==> config.mk <==
export PLATFORM = sky130hd
export DESIGN_NAME = hazard_sequencer
export DESIGN_NICKNAME = d
export VERILOG_FILES = /design/src/rtl/hazard_sequencer_pkg.sv /design/src/rtl/muldiv_busy_timer.sv /design/src/rtl/hazard_sequencer.sv
export SDC_FILE = /design/constraint.sdc
export NUM_CORES = 1
export LEC_CHECK = 0
export BUFFER_PORTS_ARGS = -buffer_cell sky130_fd_sc_hd__buf_2
export CAP_MARGIN = 25
export CORE_MARGIN = 2
export CORE_UTILIZATION = 48
export CTS_BUF_LIST = sky130_fd_sc_hd__clkbuf_16
export DETAILED_ROUTE_END_ITERATION = 10
export GPL_TIMING_DRIVEN = 0
export PLACE_DENSITY_LB_ADDON = 0.1
export SLEW_MARGIN = 10
export SYNTH_ARGS = -nofsm -noshare
export SYNTH_HDL_FRONTEND = slang
export SYNTH_SLANG_ARGS = --single-unit
==> constraint.sdc <==
create_clock -name Clk -period 2.45 [get_ports Clk]
set_clock_uncertainty 0.2 [all_clocks]
set_input_delay 0.49 -clock Clk [delete_from_list [all_inputs] [get_ports Clk]]
set_output_delay 0.49 -clock Clk [all_outputs]
set_load 0.1 [all_outputs]
==> src/rtl/hazard_sequencer_pkg.sv <==
// Shared pipeline definitions for the stall/flush controller and its mult/div timer.
package hazard_sequencer_pkg;

  typedef enum logic {
    HS_RUN     = 1'b0,
    HS_MD_BUSY = 1'b1
  } hs_state_e;

  localparam logic [4:0] REG_ZERO       = 5'd0;
  localparam int         MD_LATENCY_DEF = 4;

endpackage

==> src/rtl/muldiv_busy_timer.sv <==
// Tracks an outstanding mult/div: loads MD_LATENCY on start, counts down, busy while nonzero.
module muldiv_busy_timer
  import hazard_sequencer_pkg::*;
#(
  parameter int MD_LATENCY = MD_LATENCY_DEF
) (
  input  logic clk,
  input  logic reset,
  input  logic start,
  output logic busy
);

  hs_state_e  state_q, state_d;
  logic [3:0] md_cnt_q, md_cnt_d;

  always_comb begin
    state_d  = state_q;
    md_cnt_d = md_cnt_q;
    // A new start always restarts the window, even while already busy.
    if (start) begin
      state_d  = HS_MD_BUSY;
      md_cnt_d = 4'(MD_LATENCY);
    end else if (state_q == HS_MD_BUSY) begin
      if (md_cnt_q <= 4'd1) begin
        state_d  = HS_RUN;
        md_cnt_d = 4'd0;
      end else begin
        md_cnt_d = md_cnt_q - 4'd1;
      end
    end
  end

  always_ff @(posedge clk) begin
    if (reset) begin
      state_q  <= HS_RUN;
      md_cnt_q <= 4'd0;
    end else begin
      state_q  <= state_d;
      md_cnt_q <= md_cnt_d;
    end
  end

  assign busy = (state_q == HS_MD_BUSY);

endmodule

==> src/rtl/hazard_sequencer.sv <==
// Central stall/flush controller: load-use, mult/div and mispredict hazards with perf counters.
module hazard_sequencer
  import hazard_sequencer_pkg::*;
#(
  parameter int MD_LATENCY = MD_LATENCY_DEF,
  parameter int CNT_W      = 32
) (
  input  logic             Clk,
  input  logic             Reset,
  input  logic [4:0]       RsD,
  input  logic [4:0]       RtD,
  input  logic             UsesHiLoD,
  input  logic [4:0]       RtE,
  input  logic             MemReadE,
  input  logic             MulDivStartE,
  input  logic             BranchE,
  input  logic             TakenE,
  input  logic             PredictE,
  output logic             PCWriteF,
  output logic             Fetch_Enable,
  output logic             Flush,
  output logic             FlushE,
  output logic             RedirectF,
  output logic [CNT_W-1:0] StallCount,
  output logic [CNT_W-1:0] FlushCount
);

  logic md_busy, mispredict, md_stall, ld_stall;
  logic [CNT_W-1:0] stall_cnt_q, stall_cnt_d, flush_cnt_q, flush_cnt_d;

  // A mispredict does not cancel the older mult/div, so the timer ignores flushes.
  muldiv_busy_timer #(.MD_LATENCY(MD_LATENCY)) u_md_timer (
    .clk   (Clk),
    .reset (Reset),
    .start (MulDivStartE),
    .busy  (md_busy)
  );

  assign mispredict = BranchE & (TakenE != PredictE);
  assign md_stall   = (md_busy | MulDivStartE) & UsesHiLoD;
  assign ld_stall   = MemReadE & (RtE != REG_ZERO) & ((RtE == RsD) | (RtE == RtD));

  always_comb begin
    PCWriteF     = 1'b1;
    Fetch_Enable = 1'b1;
    Flush        = 1'b0;
    FlushE       = 1'b0;
    RedirectF    = 1'b0;
    if (Reset) begin
      PCWriteF     = 1'b0;
      Fetch_Enable = 1'b0;
      Flush        = 1'b1;
      FlushE       = 1'b1;
    end else if (mispredict) begin
      RedirectF    = 1'b1;
      Flush        = 1'b1;
      FlushE       = 1'b1;
      Fetch_Enable = 1'b0;
    end else if (md_stall | ld_stall) begin
      PCWriteF     = 1'b0;
      Fetch_Enable = 1'b0;
      FlushE       = 1'b1;
    end
  end

  always_comb begin
    stall_cnt_d = stall_cnt_q;
    flush_cnt_d = flush_cnt_q;
    if (!PCWriteF)  stall_cnt_d = stall_cnt_q + CNT_W'(1);
    if (mispredict) flush_cnt_d = flush_cnt_q + CNT_W'(1);
  end

  always_ff @(posedge Clk) begin
    if (Reset) begin
      stall_cnt_q <= '0;
      flush_cnt_q <= '0;
    end else begin
      stall_cnt_q <= stall_cnt_d;
      flush_cnt_q <= flush_cnt_d;
    end
  end

  assign StallCount = stall_cnt_q;
  assign FlushCount = flush_cnt_q;

endmodule

After elaboration in Yosys (flattened, before gate mapping)
Cells that the tools add are included.
{"block": "word_totals", "reg_bits": 69, "elab_cells": 39}
{"block": "classes", "add_sub_neg": 3, "magnitude_cmp": 1, "eq_ne": 3, "muxes": 17, "bitwise_logic": 7, "n_reduce_logical": 3}
{"operator": "32-bit by 1-bit adder with 32-bit output (second input constant)", "n": 2}
{"operator": "1-bit 2-to-1 mux", "n": 14}
{"operator": "5-bit equality test", "n": 2}
{"operator": "3-bit 2-to-1 mux", "n": 2}
{"operator": "5-bit nonzero test", "n": 1}
{"operator": "1-bit AND", "n": 4}
{"operator": "4-bit by 1-bit <= comparator with 1-bit output (second input constant)", "n": 1}
{"operator": "4-bit 2-to-1 mux", "n": 1}
{"operator": "4-bit by 1-bit subtractor with 4-bit output (second input constant)", "n": 1}
{"operator": "1-bit OR", "n": 3}
{"operator": "2-bit nonzero test", "n": 1}
{"operator": "2-bit OR reduction", "n": 1}
{"operator": "1-bit inequality test", "n": 1}

Logic depth before layout (Yosys ltp)
Gate-level depths: netlist of the first run.
{"block": "depth", "word_depth": 7, "ltp_mapped": 8, "depth_no_buf": 7}

By module
A second synthesis of the first run with hierarchy kept.
{"block": "unflattened", "hier_cells": 403, "hier_area_um2": 3427.0}
{"module": "hazard_sequencer", "instances": 1, "cells_per_inst": 377, "area_per_inst_um2": 3165.5}
{"module": "muldiv_busy_timer", "instances": 1, "cells_per_inst": 26, "area_per_inst_um2": 261.5}

Worst setup path after synthesis of the first run
Ideal clock, no wire load.
{"block": "synth_path", "path_kind": "in2out", "startpoint": "input RtE[1]", "endpoint": "output FlushE", "t_arrival_ns": 3.108, "path_slack_ns": -1.348, "path_stages": 6, "path_buffers": 1, "path_cell_list": "or4_1 -> o21ai_0 -> o21a_1 -> clkbuf_1 -> and2_1 -> inv_1"}
{"block": "synth_between", "elab_chain_len": 7, "word_cells_on_any_way": 10, "cone_classes": "2 x eq/ne; 3 x mux; 4 x bitwise; 1 x reduce/logical"}
{"item": "start: declaration", "line_no": "hazard_sequencer.sv:13", "rtl": "input logic [4:0] RtE,"}
{"item": "5-bit equality test or 5-bit nonzero test (tied branches)", "line_no": "hazard_sequencer.sv:41", "rtl": "assign ld_stall = MemReadE & (RtE != REG_ZERO) & ((RtE == RsD) | (RtE == RtD));"}
{"item": "1-bit OR or 1-bit AND (tied branches)", "line_no": "hazard_sequencer.sv:41"}
{"item": "1-bit AND (*)", "line_no": "hazard_sequencer.sv:41"}
{"item": "1-bit OR (*)", "line_no": "hazard_sequencer.sv:59", "rtl": "end else if (md_stall | ld_stall) begin"}
{"item": "1-bit 2-to-1 mux (*)", "line_no": "hazard_sequencer.sv:59"}
{"item": "1-bit 2-to-1 mux (*)", "line_no": "hazard_sequencer.sv:54", "rtl": "end else if (mispredict) begin"}
{"item": "1-bit 2-to-1 mux (*)", "line_no": "hazard_sequencer.sv:49", "rtl": "if (Reset) begin"}
{"item": "end: declaration", "line_no": "hazard_sequencer.sv:22", "rtl": "output logic FlushE,"}
Mark *: on every way between the ends. The rest lies on a longest branch, timed or not.

Worst setup path in the final report of the first run
{"block": "layout_path", "startpoint": "input RtE[4]", "endpoint": "output FlushE"}
Same word-level chain as after synthesis.

==> results of run 1 <==
[flip-flops by register name (all words and copies together), names as in the netlist]
| signal | cells |
|---|---|
| u_md_timer.busy | 1 |
| FlushCount | 32 |
| u_md_timer.md_cnt_q | 4 |
| StallCount | 32 |
[where the power goes]
group / switching, mW / internal (mW)
clock network: 0.529 / 0.959
registers: 0.0103 / 1.12
logic: 0.245 / 0.128
[cell usage in the layout, fill, tap and decap left out, drive strengths merged, types with 4 or more instances in the layout]
cell type and instances:
buf 120, dfxtp 69, nor2 48, a21oi 37
xor2 33, nand3 26, nand2 26, o31ai 25
or4 24, clkbuf 19, nand4 15, inv 10
o21ai 9, and4 9, nor3 8, and3 8
xnor2 7, or3 7, and2 6, nor4 5
ha 4
[how the worst max path moves through the flow]
stage,startpoint,endpoint,slack [ps],cells past startpoint
floorplan,RtE[1],FlushE,-560,6
global placement,RtE[1],PCWriteF,-640,8
detailed placement,Reset,RedirectF,-660,6
CTS,RtE[4],FlushE,-270,8
global route,RtE[4],FlushE,-280,8
finish,RtE[4],FlushE,-240,8
[routing by layer]
metal	vias up	track usage [%]
li1	1748	-
met1	1755	32.8
met2	161	39.4
met3	29	5.97
met4	0	11.4
met5	-	0
[logic make-up after synthesis]
logic type / count (synthesis)
buf+inv: 29
mux: 4
compound gates: 74
simple gates: 193
fa+ha+maj: 4
flops: 69
xor+xnor: 40
[final cells by class]
type / instances / area share (%)
inverter: 10 / 0.875
clock buffer: 10 / 4.86
multi-input combinational: 315 / 45.3
clock inverter: 6 / 1.77
timing repair buffer: 114 / 13.8
buffer: 15 / 2.58
sequential: 69 / 28.4
tap: 96 / 2.33
[metrics by stage]
stage / setup TNS, ps / cells
floorplan: -991 / 413
global placement: -15520 / 600
detailed placement: -16340 / 600
CTS: -701 / 624
global route: -1460 / 635
finish: -763 / 635
[worst register-to-register path: cells and delay by family, from the launching register on]
family / cells / cell delay, ps
AO/OA/AOI/OAI: 1 / 120
flip-flops: 1 / 370
AND/OR/NAND/NOR: 5 / 1630
[timing repair]
action	CTS	global route
gates resized for setup	35	90
setup endpoints to repair	25	38
cloned	0	0
endpoints found under the hold margin	0	0
pin swaps	15	36
buffers inserted	10	13
==> implementation parameters, run 1 <==
Parameter                              Value

Outcome
  Status    finished with violations
  Violated checks    negative setup slack

Synthesis
  Share of flip-flops with an asynchronous set or reset    0%
  Synth Area in Simple Gates    a little under a third
  Multiplexer fraction of the synthesized cell area    under 10%
  Commonest cells in the synthesized netlist    69 x sky130_fd_sc_hd__dfxtp_1, 48 x sky130_fd_sc_hd__nor2_1, 37 x sky130_fd_sc_hd__a21oi_1
  Share of the synthesized netlist area taken by xor and xnor gates    10.2%
  Cell Area, Synth    around 0.0034 mm²
  Number of cells produced by synthesis    roughly 410
  Count of state elements after synthesis    slightly below 70
  Top cells by area in the synthesized netlist    sky130_fd_sc_hd__dfxtp_1 40%, sky130_fd_sc_hd__xor2_1 8.4%, sky130_fd_sc_hd__o31ai_1 5.4%
  Number of nets produced by synthesis    440
  Sequential element share of the synthesized area    40.1%
  Area share of the largest cell type after synthesis    between 40% and 50%
  Predominant post-synthesis flop cell    sky130_fd_sc_hd__dfxtp_1
  EDFF count, synth    0
  Number of warnings printed during yosys synthesis    0
  Mean Syn Cell Area    8.35 µm²
  Area fraction in compound gates after synthesis    12.8%
  Main combinational cell family by area after synthesis    simple AND/OR/NAND/NOR gates
  Post-synthesis cell type with the largest combined area    sky130_fd_sc_hd__dfxtp_1
  Number of distinct library cell variants in the gate-level netlist after synthesis    40
  Most used standard cell by instance count after synthesis    sky130_fd_sc_hd__dfxtp_1
  Post-synthesis share of cell area spent on full adders, half adders and majority gates    1.45%

Worst hold path
  Startpoint of the tightest hold check path    MulDivStartE
  Endpoint, Worst Hold    u_md_timer.md_cnt_q[1]$_SDFFE_PP0P_
  Cell depth of the worst min-delay path    2
  Worst min-delay path class    in -> reg

Timing
  Final hold vios    0
  Tcrit/Tclk final    110%
  Endpoints failing setup    5
  Slew headroom    between 50% and 60%
  Highest achievable clock rate    around 370 MHz
  Hold Slack    190 ps
  Max-slew violation count    0
  Tmin final    about 2700 ps
  Unrepaired setup endpoints after global routing    yes
  Transition time at the pin with the least slew margin    about 710 ps
  Post-route worst setup slack    -243 ps

Drt
  Routed length on met3    around 760 µm
  Avg Vias per Cell    between 5 and 6
  Post-route ant nets    0
  DRT met1 WL    ~4.5 mm
  Wire length after detailed routing    approximately 11 mm
  Wire length per cell    around 17 µm
  DRC errors left    0
  First drt pass iteration count    5
  DRC violation total after the first TritonRoute iteration    265
  Wire length on met2    5.14 mm
  Number of vias after detailed routing    3693
  Topmost layer with routed signal wires    met4

Floorplan
  Die X    between 80 and 90 µm
  Count of standard-cell rows    30
  Starting utilization of the core area    between 50% and 60%
  Core region area    approximately 0.007 mm²
  Die span in y    between 80 and 90 µm
  Top-Level Pins    slightly above 90
  Area of the die    about 0.0079 mm²

Clock tree
  Clock input transition at the sequential cells of the worst setup and hold paths    around 60 ps
  Clock root buffer    sky130_fd_sc_hd__clkbuf_16
  CTS Buf Count    9
  Clock network latency to the later pin of the worst-skew pair    340 ps
  CTS tree    built
  Number of H-tree levels    3
  Largest buffer count on any clock path    2
  # hold bufs at CTS    0
  Sink Count    ~70

Critical path
  Worst Setup Path Type    in -> out
  Worst R2R Path Depth    6
  Number of buffers and inverters on the critical path    4
  Slowest library cell on the worst path    sky130_fd_sc_hd__or4_4
  Critical path capture point type    output port
  Crit path launch type    input port
  CP Data Required Time    1760 ps
  Most used cell along the critical path    sky130_fd_sc_hd__buf_8
  Cell Chain, Critical Path    buf_8, or4_4, o21ai_2, o21a_2, buf_8, and2_4, clkinvlp_4, buf_12
  Crit-path leading delay family    simple AND/OR/NAND/NOR gates
  Crit path DAT    2000 ps
  Endpoint of the most critical register-to-register path    StallCount[23]$_SDFFE_PP0N_
  Reg-to-reg setup timing slack    40 ps
  Reg2reg start    StallCount[16]$_SDFFE_PP0N_
  Maximum fanout encountered on the critical timing path    3
  CP peak stage delay    ~530 ps

Pwr
  Leakage component of the power    just over 2 nW
  Max VDD drop    between 0.0004 and 0.0005 V
  Power Density    581 mW/mm²
  Design Power    2.99 mW

Place
  Placement Cell Area    0.00421 mm²
  Final weighted congestion of routability-driven global placement    slightly above 0.8
  Final HPWL DP    ~6.6 mm
  Dpl ws    -658 ps
  Number of buffers inserted by port buffering    91

GRT
  First-pass GRT wire length    15.4 mm
  Via count of the first global-routing pass    between 3000 and 4000
  Pin count of the biggest net entering global routing    14
  Antenna violations before repair    0
  Total global routing overflow    0
  Total GRT Usage    25.1%

Final layout
  Final standard cell utilization of the core    75.0%
  Combined flip-flop and latch cell area    about 0.0015 mm²
  Area taken by multi-input logic gates    between 0.002 and 0.0025 mm²
  Post-Layout Inst Area    ~0.0051 mm²
  Layout Area Growth over Synthesis    49.4%
  Layout cell share with drive strength beyond 1    50.3%
  Number of fillers in the final layout    approximately 510
  Count of antenna diodes in the layout    0
  Number of nets in the finished design    ~560

Flow run
  # Max-Cap Violations    0
(Power assumes the default switching activity.)
==> run 2, diff against run 1 <==
CELL_PAD_IN_SITES_DETAIL_PLACEMENT = 0   (was default)
CELL_PAD_IN_SITES_GLOBAL_PLACEMENT = 1   (was default)
CORE_UTILIZATION = 35   (was 48)
==> run 2 against run 1 <==
The run still ends with negative setup slack left. Sequential share of layout area grew 0.10 points. Register-to-register slack gained 50 ps. Wire length shrank 4.0%. Cell count grew 3.6%. Largest cell class unchanged. Largest power group unchanged.
==> implementation parameters, run 2 (synthesis gave the netlist of run 1 again) <==
Parameter                              Value

Final layout
  Number of nets in the finished design    ~550
  Count of antenna diodes in the layout    0
  Layout Area Growth over Synthesis    48.9%
  Most common cell after layout, fill and taps aside    sky130_fd_sc_hd__buf_2
  Commonest cells after routing, fill and taps aside    84 x sky130_fd_sc_hd__buf_2, 44 x sky130_fd_sc_hd__nor2_1, 33 x sky130_fd_sc_hd__dfxtp_2
  Layout cell share with drive strength beyond 1    between 40 and 50%
  Number of standard cells in the layout, taps in and fillers out    658

Drt
  Post-route ant nets    0
  First drt pass iteration count    4
  DRC violation total after the first TritonRoute iteration    just under 100
  DRC errors left    0
  Wire length per cell    between 15 and 20 µm
  Wire length after detailed routing    between 10 and 15 mm
  Avg Vias per Cell    between 5 and 6
  Number of vias after detailed routing    approximately 3500

Place
  Final HPWL DP    slightly below 7 mm
  Final weighted congestion of routability-driven global placement    approximately 0.82
  Number of buffers inserted by port buffering    91
  Number of cells in the design after placement    about 640
  Dpl ws    -822 ps

Critical path
  Maximum fanout encountered on the critical timing path    5
  Reg-to-reg setup timing slack    around 90 ps
  Crit path DAT    1960 ps
  Cell Chain, Critical Path    buf_8, or4_4, o21ai_2, o21a_2, buf_8, and2_4, clkinvlp_4, buf_12
  Endpoint of the most critical register-to-register path    StallCount[31]$_SDFFE_PP0N_
  Worst R2R Path Depth    6
  Slowest library cell on the worst path    sky130_fd_sc_hd__or4_4
  Crit path launch type    input port
  Last element of the critical path    FlushE
  CP Data Required Time    between 1500 and 2000 ps
  Critical path capture point type    output port
  Most used cell along the critical path    sky130_fd_sc_hd__buf_8
  Crit path from    RtE[4]
  Reg2reg start    StallCount[14]$_SDFFE_PP0N_
  CP peak stage delay    about 520 ps
  Worst Setup Path Type    in -> out

Pwr
  Clock network fraction of design power    between 40% and 50%
  Sequential share of power    between 30 and 40%
  Internal power component    2.09 mW
  Sw Ratio    around a quarter
  Max VDD drop    roughly 0.00033 V
  Leakage component of the power    just under 2 nW
  Power Density    553 mW/mm²
  Part of the total power dissipated in combinational logic    13.0%
  Net switching component of the power    0.750 mW

Timing
  Transition time at the pin with the least slew margin    658 ps
  Highest achievable clock rate    roughly 380 MHz
  Tcrit/Tclk final    108%
  Slew headroom    a little under three fifths
  Final hold vios    0
  Tmin final    around 2700 ps
  Unrepaired setup endpoints after global routing    yes
  Endpoints failing setup    3
  Post-route worst setup slack    -203 ps
  Max-slew violation count    0

GRT
  Antenna violations before repair    0
  Pin count of the biggest net entering global routing    20
  Total global routing overflow    0
  Via count of the first global-routing pass    between 3000 and 4000
  First-pass GRT wire length    between 10 and 15 mm
  Total GRT Usage    between 10% and 20%

Floorplan
  Die span in y    around 100 µm
  Core region area    around 0.0097 mm²
  Die X    103 µm
  Count of standard-cell rows    36
  Top-Level Pins    92
  Starting utilization of the core area    between 30% and 40%
  Area of the die    roughly 0.011 mm²

Outcome
  Status    finished with violations
  Violated checks    negative setup slack

Clock tree
  Number of H-tree levels    3
  # hold bufs at CTS    0
  Largest buffer count on any clock path    2
  Sink Count    roughly 70
  Clock network latency to the later pin of the worst-skew pair    approximately 330 ps
  Clock root buffer    sky130_fd_sc_hd__clkbuf_16
  CTS Buf Count    9
  Clock input transition at the sequential cells of the worst setup and hold paths    approximately 50 ps
  CTS tree    built

Worst hold path
  Worst min-delay path class    in -> reg

Flow run
  # Max-Cap Violations    0
[run 2: cell count changes in the layout (fill, tap and decap cells not counted), sizes merged]
cell      change
clkinvlp      -1
clkbuf        +2
buf          -16
clkinv        +3
inv           -1
bufinv        -1
[run 2: how the worst min path moves through the flow]
stage | from | end | slack, ps | cells past startpoint
5_1_grt | MulDivStartE | u_md_timer.md_cnt_q[1]$_SDFFE_PP0P_ | 220 | 2
3_3_place_gp | StallCount[31]$_SDFFE_PP0N_ | StallCount[31]$_SDFFE_PP0N_ | 260 | 2
4_1_cts | MulDivStartE | u_md_timer.md_cnt_q[0]$_SDFFE_PP0P_ | 200 | 2
2_1_floorplan | u_md_timer.md_cnt_q[3]$_SDFFE_PP0P_ | u_md_timer.md_cnt_q[3]$_SDFFE_PP0P_ | 320 | 2
6_report | MulDivStartE | u_md_timer.md_cnt_q[1]$_SDFFE_PP0P_ | 210 | 2
3_5_place_dp | FlushCount[1]$_SDFFE_PP0P_ | FlushCount[1]$_SDFFE_PP0P_ | 270 | 2
[run 2: power groups by stage]
stage	logic (mW)	registers, mW	clock network, mW
2_1_floorplan	0.164	1.19	0
3_3_place_gp	0.280	1.15	0
3_5_place_dp	0.280	1.15	0
4_1_cts	0.312	1.13	1.37
5_1_grt	0.391	1.13	1.42
6_report	0.369	1.13	1.34
[run 2: layer usage]
metal | GRT usage (%) | share of wire (%) | up-vias
met1 | 24.1 | 47 | 1662
met4 | 6.78 | 1.3 | 0
li1 | - | - | 1725
met5 | 0 | 0 | -
met3 | 3.76 | 5.4 | 13
met2 | 29.1 | 47 | 94
[run 2: area by class of cell]
cell class              count  area [µm²]
clock buffers              10         250
repair buffers            100         618
plain buffers              15         153
flip-flops and latches     69        1460
well taps                 133         166
clock inverters             6        58.8
multi-input cells         315        2380
fillers                   944        4550
inverters                  10        45.0
[run 2: repair_timing]
item / CTS / global route
setup endpoints to repair: 16 / 42
buffers inserted: 3 / 5
resized for setup: 30 / 95
gates cloned: 0 / 1
pin swaps: 9 / 31
[run 2: worst max-delay path: cells and delay by family]
family,cells,cell delay [ps]
buffers and inverters,4,490
AOI/OAI and AO/OA,2,310
and+or+nand+nor,2,680
[run 2: metrics by stage]
stage          area (µm²)  util (%)  TNS (ps)  power, mW  hold slack (ps)
3_3_place_gp         4260      44.0    -15030       1.43              258
6_report             5130      53.0      -506       2.84              206
2_1_floorplan        3640         -      -991       1.35              316
4_1_cts              4680      48.4      -647       2.81              200
3_5_place_dp         4260      44.0    -15060       1.43              267
5_1_grt              5130      53.0     -1070       2.94              220
==> run 3, diff against run 2 <==
ABC_AREA = 1   (was default)
CORE_UTILIZATION = 34   (was 35)
GPL_TIMING_DRIVEN = 1   (was 0)
clock period = 2.37 ns   (was 2.45 ns; I/O delays follow)
==> run 3 against run 2 <==
The run now ends clean. Combinational power fell by 15%. Clock power grew 3%. Sequential power up 4%. Critical path type is now reg -> out. Critical path depth decreased by 3. Via count rose by 19%. Cell count rose by 36%. Sequential share of layout area is 1.5 points lower.
==> implementation parameters, run 3 <==
Parameter                              Value

Place
  Final weighted congestion of routability-driven global placement    around 0.81
  Final HPWL DP    8.15 mm
  Dpl ws    about 41 ps
  Number of cells in the design after placement    a little under 900
  Number of buffers inserted by port buffering    91
  Placement Cell Area    between 0.004 and 0.005 mm²

Synthesis
  Number of warnings printed during yosys synthesis    0
  Most used standard cell by instance count after synthesis    sky130_fd_sc_hd__nand2_1
  Synth Area in Simple Gates    between 40% and 50%
  Area share of the largest cell type after synthesis    33.8%
  Sequential element share of the synthesized area    33.8%
  Post-synthesis cell type with the largest combined area    sky130_fd_sc_hd__dfxtp_1
  Cell Area, Synth    about 0.0041 mm²
  EDFF count, synth    0
  Commonest cells in the synthesized netlist    169 x sky130_fd_sc_hd__nand2_1, 104 x sky130_fd_sc_hd__nor2_1, 95 x sky130_fd_sc_hd__inv_1
  Multiplexer fraction of the synthesized cell area    0%
  Share of flip-flops with an asynchronous set or reset    0%
  Mean Syn Cell Area    about 6.3 µm²
  Main combinational cell family by area after synthesis    simple AND/OR/NAND/NOR gates
  Post-synthesis share of cell area spent on full adders, half adders and majority gates    1.22%
  Area fraction in compound gates after synthesis    7.81%
  Number of cells produced by synthesis    roughly 650
  Share of the synthesized netlist area taken by xor and xnor gates    under 10%
  Top cells by area in the synthesized netlist    sky130_fd_sc_hd__dfxtp_1 34%, sky130_fd_sc_hd__nand2_1 16%, sky130_fd_sc_hd__nor2_1 9.6%
  Count of state elements after synthesis    just under 70
  Number of distinct library cell variants in the gate-level netlist after synthesis    35
  Number of nets produced by synthesis    672
  Predominant post-synthesis flop cell    sky130_fd_sc_hd__dfxtp_1

Critical path
  Crit path from    u_md_timer.busy$_SDFF_PP0_
  Worst R2R Path Depth    11
  Critical path capture point type    output port
  Reg2reg start    StallCount[0]$_SDFFE_PP0N_
  Last element of the critical path    FlushE
  Crit path DAT    between 1500 and 2000 ps
  Maximum fanout encountered on the critical timing path    5
  Crit path launch type    flip-flop
  CP Data Required Time    about 1700 ps
  Worst Setup Path Type    reg -> out
  Endpoint of the most critical register-to-register path    StallCount[28]$_SDFFE_PP0N_
  Reg-to-reg setup timing slack    between 300 and 400 ps

Floorplan
  Area of the die    0.0129 mm²
  Top-Level Pins    92
  Count of standard-cell rows    40
  Die X    114 µm
  Core region area    approximately 0.012 mm²
  Starting utilization of the core area    between 30% and 40%
  Die span in y    approximately 110 µm

Drt
  First drt pass iteration count    5
  Wire length per cell    between 10 and 15 µm
  Number of vias after detailed routing    between 4000 and 5000
  DRC errors left    0
  DRC violation total after the first TritonRoute iteration    213
  Wire length after detailed routing    11.0 mm
  Post-route ant nets    0
  Avg Vias per Cell    roughly 4.7

Clock tree
  Number of setup buffers added after CTS    0
  CTS tree    built
  Number of H-tree levels    3
  Sink Count    between 60 and 70
  Clock input transition at the sequential cells of the worst setup and hold paths    approximately 60 ps
  CTS Buf Count    9
  Clock network latency to the later pin of the worst-skew pair    around 340 ps
  Largest buffer count on any clock path    2
  Clock root buffer    sky130_fd_sc_hd__clkbuf_16

Flow run
  # Max-Cap Violations    0

Timing
  Slew headroom    63.1%
  Unrepaired setup endpoints after global routing    no
  Post-route worst setup slack    129 ps
  Endpoints failing setup    0
  Tmin final    approximately 2200 ps
  Tcrit/Tclk final    roughly 95%
  Max-slew violation count    0
  Transition time at the pin with the least slew margin    roughly 550 ps
  Final hold vios    0
  Highest achievable clock rate    446 MHz
  Total Negative Setup Slacks    0 ps

Final layout
  Number of fillers in the final layout    1242
  Layout cell share with drive strength beyond 1    around a quarter
  Layout Area Growth over Synthesis    26.5%
  Number of nets in the finished design    approximately 770
  Count of antenna diodes in the layout    0
  Number of standard cells in the layout, taps in and fillers out    a little under 900
  Commonest cells after routing, fill and taps aside    166 x sky130_fd_sc_hd__nand2_1, 102 x sky130_fd_sc_hd__nor2_1, 92 x sky130_fd_sc_hd__inv_1
  Post-Layout Inst Area    around 0.0052 mm²
  Most common cell after layout, fill and taps aside    sky130_fd_sc_hd__nand2_1

Pwr
  Max VDD drop    approximately 0.00034 V
  Clock network fraction of design power    about half
  Power Density    ~560 mW/mm²
  Sequential share of power    between 40% and 50%
  Design Power    ~2.9 mW
  Leakage component of the power    2.28 nW
  Internal power component    between 2 and 2.5 mW
  Part of the total power dissipated in combinational logic    10.9%
  Net switching component of the power    approximately 0.80 mW
  Sw Ratio    between 20 and 30%

GRT
  First-pass GRT wire length    about 18 mm
  Antenna violations before repair    0
  Total global routing overflow    0
  Via count of the first global-routing pass    about 4000
  Total GRT Usage    roughly 18%
  Pin count of the biggest net entering global routing    49

Worst hold path
  Worst min-delay path class    in -> reg
  Startpoint of the tightest hold check path    MulDivStartE

Outcome
  Status    complete, no violations
-- run 3: cell count changes after synthesis, sizes merged, moves of 13 or more --
cell / delta
nand2: +148
xor2: -31
o31ai: -25
o21ai: +20
inv: +92
nor2: +73
or4: -24
a21oi: -13
-- run 3: worst max-delay path, stage by stage, from the launching register on --
cell and delay [ps]:
sky130_fd_sc_hd__dfxtp_1 340, sky130_fd_sc_hd__o21ai_0 320, sky130_fd_sc_hd__nand2_2 130, sky130_fd_sc_hd__nor2_4 150, sky130_fd_sc_hd__clkinvlp_4 120, sky130_fd_sc_hd__buf_12 170
-- run 3: power by group through the flow --
stage / Sequential [mW] / Clock [mW] / Combinational [mW]
after CTS: 1.18 / 1.43 / 0.315
after global routing: 1.18 / 1.47 / 0.339
after global placement: 1.21 / 0 / 0.313
after floorplan: 1.25 / 0 / 0.180
final: 1.18 / 1.38 / 0.313
after detailed placement: 1.21 / 0 / 0.315
-- run 3: layout make-up --
type / count / area [µm²] / share of cell area (%)
well taps: 147 / 184 / 3.56
inverters: 102 / 404 / 7.81
repair buffers: 99 / 591 / 11.4
flip-flops and latches: 69 / 1400 / 27.0
clock inverters: 7 / 75.1 / 1.45
clock buffers: 9 / 225 / 4.35
multi-input cells: 460 / 2290 / 44.4
-- run 3: worst min path at each step --
stage | endpoint | slack (ps) | cells past startpoint
2_1_floorplan | u_md_timer.md_cnt_q[3]$_SDFFE_PP0P_ | 250 | 2
3_3_place_gp | FlushCount[3]$_SDFFE_PP0P_ | 250 | 1
3_5_place_dp | FlushCount[3]$_SDFFE_PP0P_ | 250 | 1
4_1_cts | u_md_timer.md_cnt_q[2]$_SDFFE_PP0N_ | 190 | 3
5_1_grt | u_md_timer.busy$_SDFF_PP0_ | 210 | 3
6_report | u_md_timer.md_cnt_q[2]$_SDFFE_PP0N_ | 200 | 3
-- run 3: what timing repair did --
item                                    in CTS  in global routing
endpoints found under the setup margin       0                  2
gates resized for setup                      0                  2
hold buffers                                 0                  0
-- run 3: per-stage QoR --
step	util (%)	hold WS [ps]
floorplan	-	253
global route	43.6	212
detailed placement	41.0	246
finish	43.6	199
CTS	43.6	194
global placement	41.0	249
-- run 3: layer usage --
metal | up-vias | part of all wire [%] | global-route usage [%]
li1 | 2215 | - | -
met1 | 1870 | 45 | 20.8
met2 | 68 | 49 | 31.6
met3 | 10 | 3.9 | 3.56
met4 | 0 | 1.6 | 7.15
met5 | - | 0 | 0
-- run 3: cell families after synthesis --
| kind of cell | count (synthesis) |
|---|---|
| AO/OA/AOI/OAI | 61 |
| flip-flops | 69 |
| AND/OR/NAND/NOR | 386 |
| buffers and inverters | 116 |
| XOR/XNOR | 9 |
| adder cells (fa/ha/maj) | 4 |
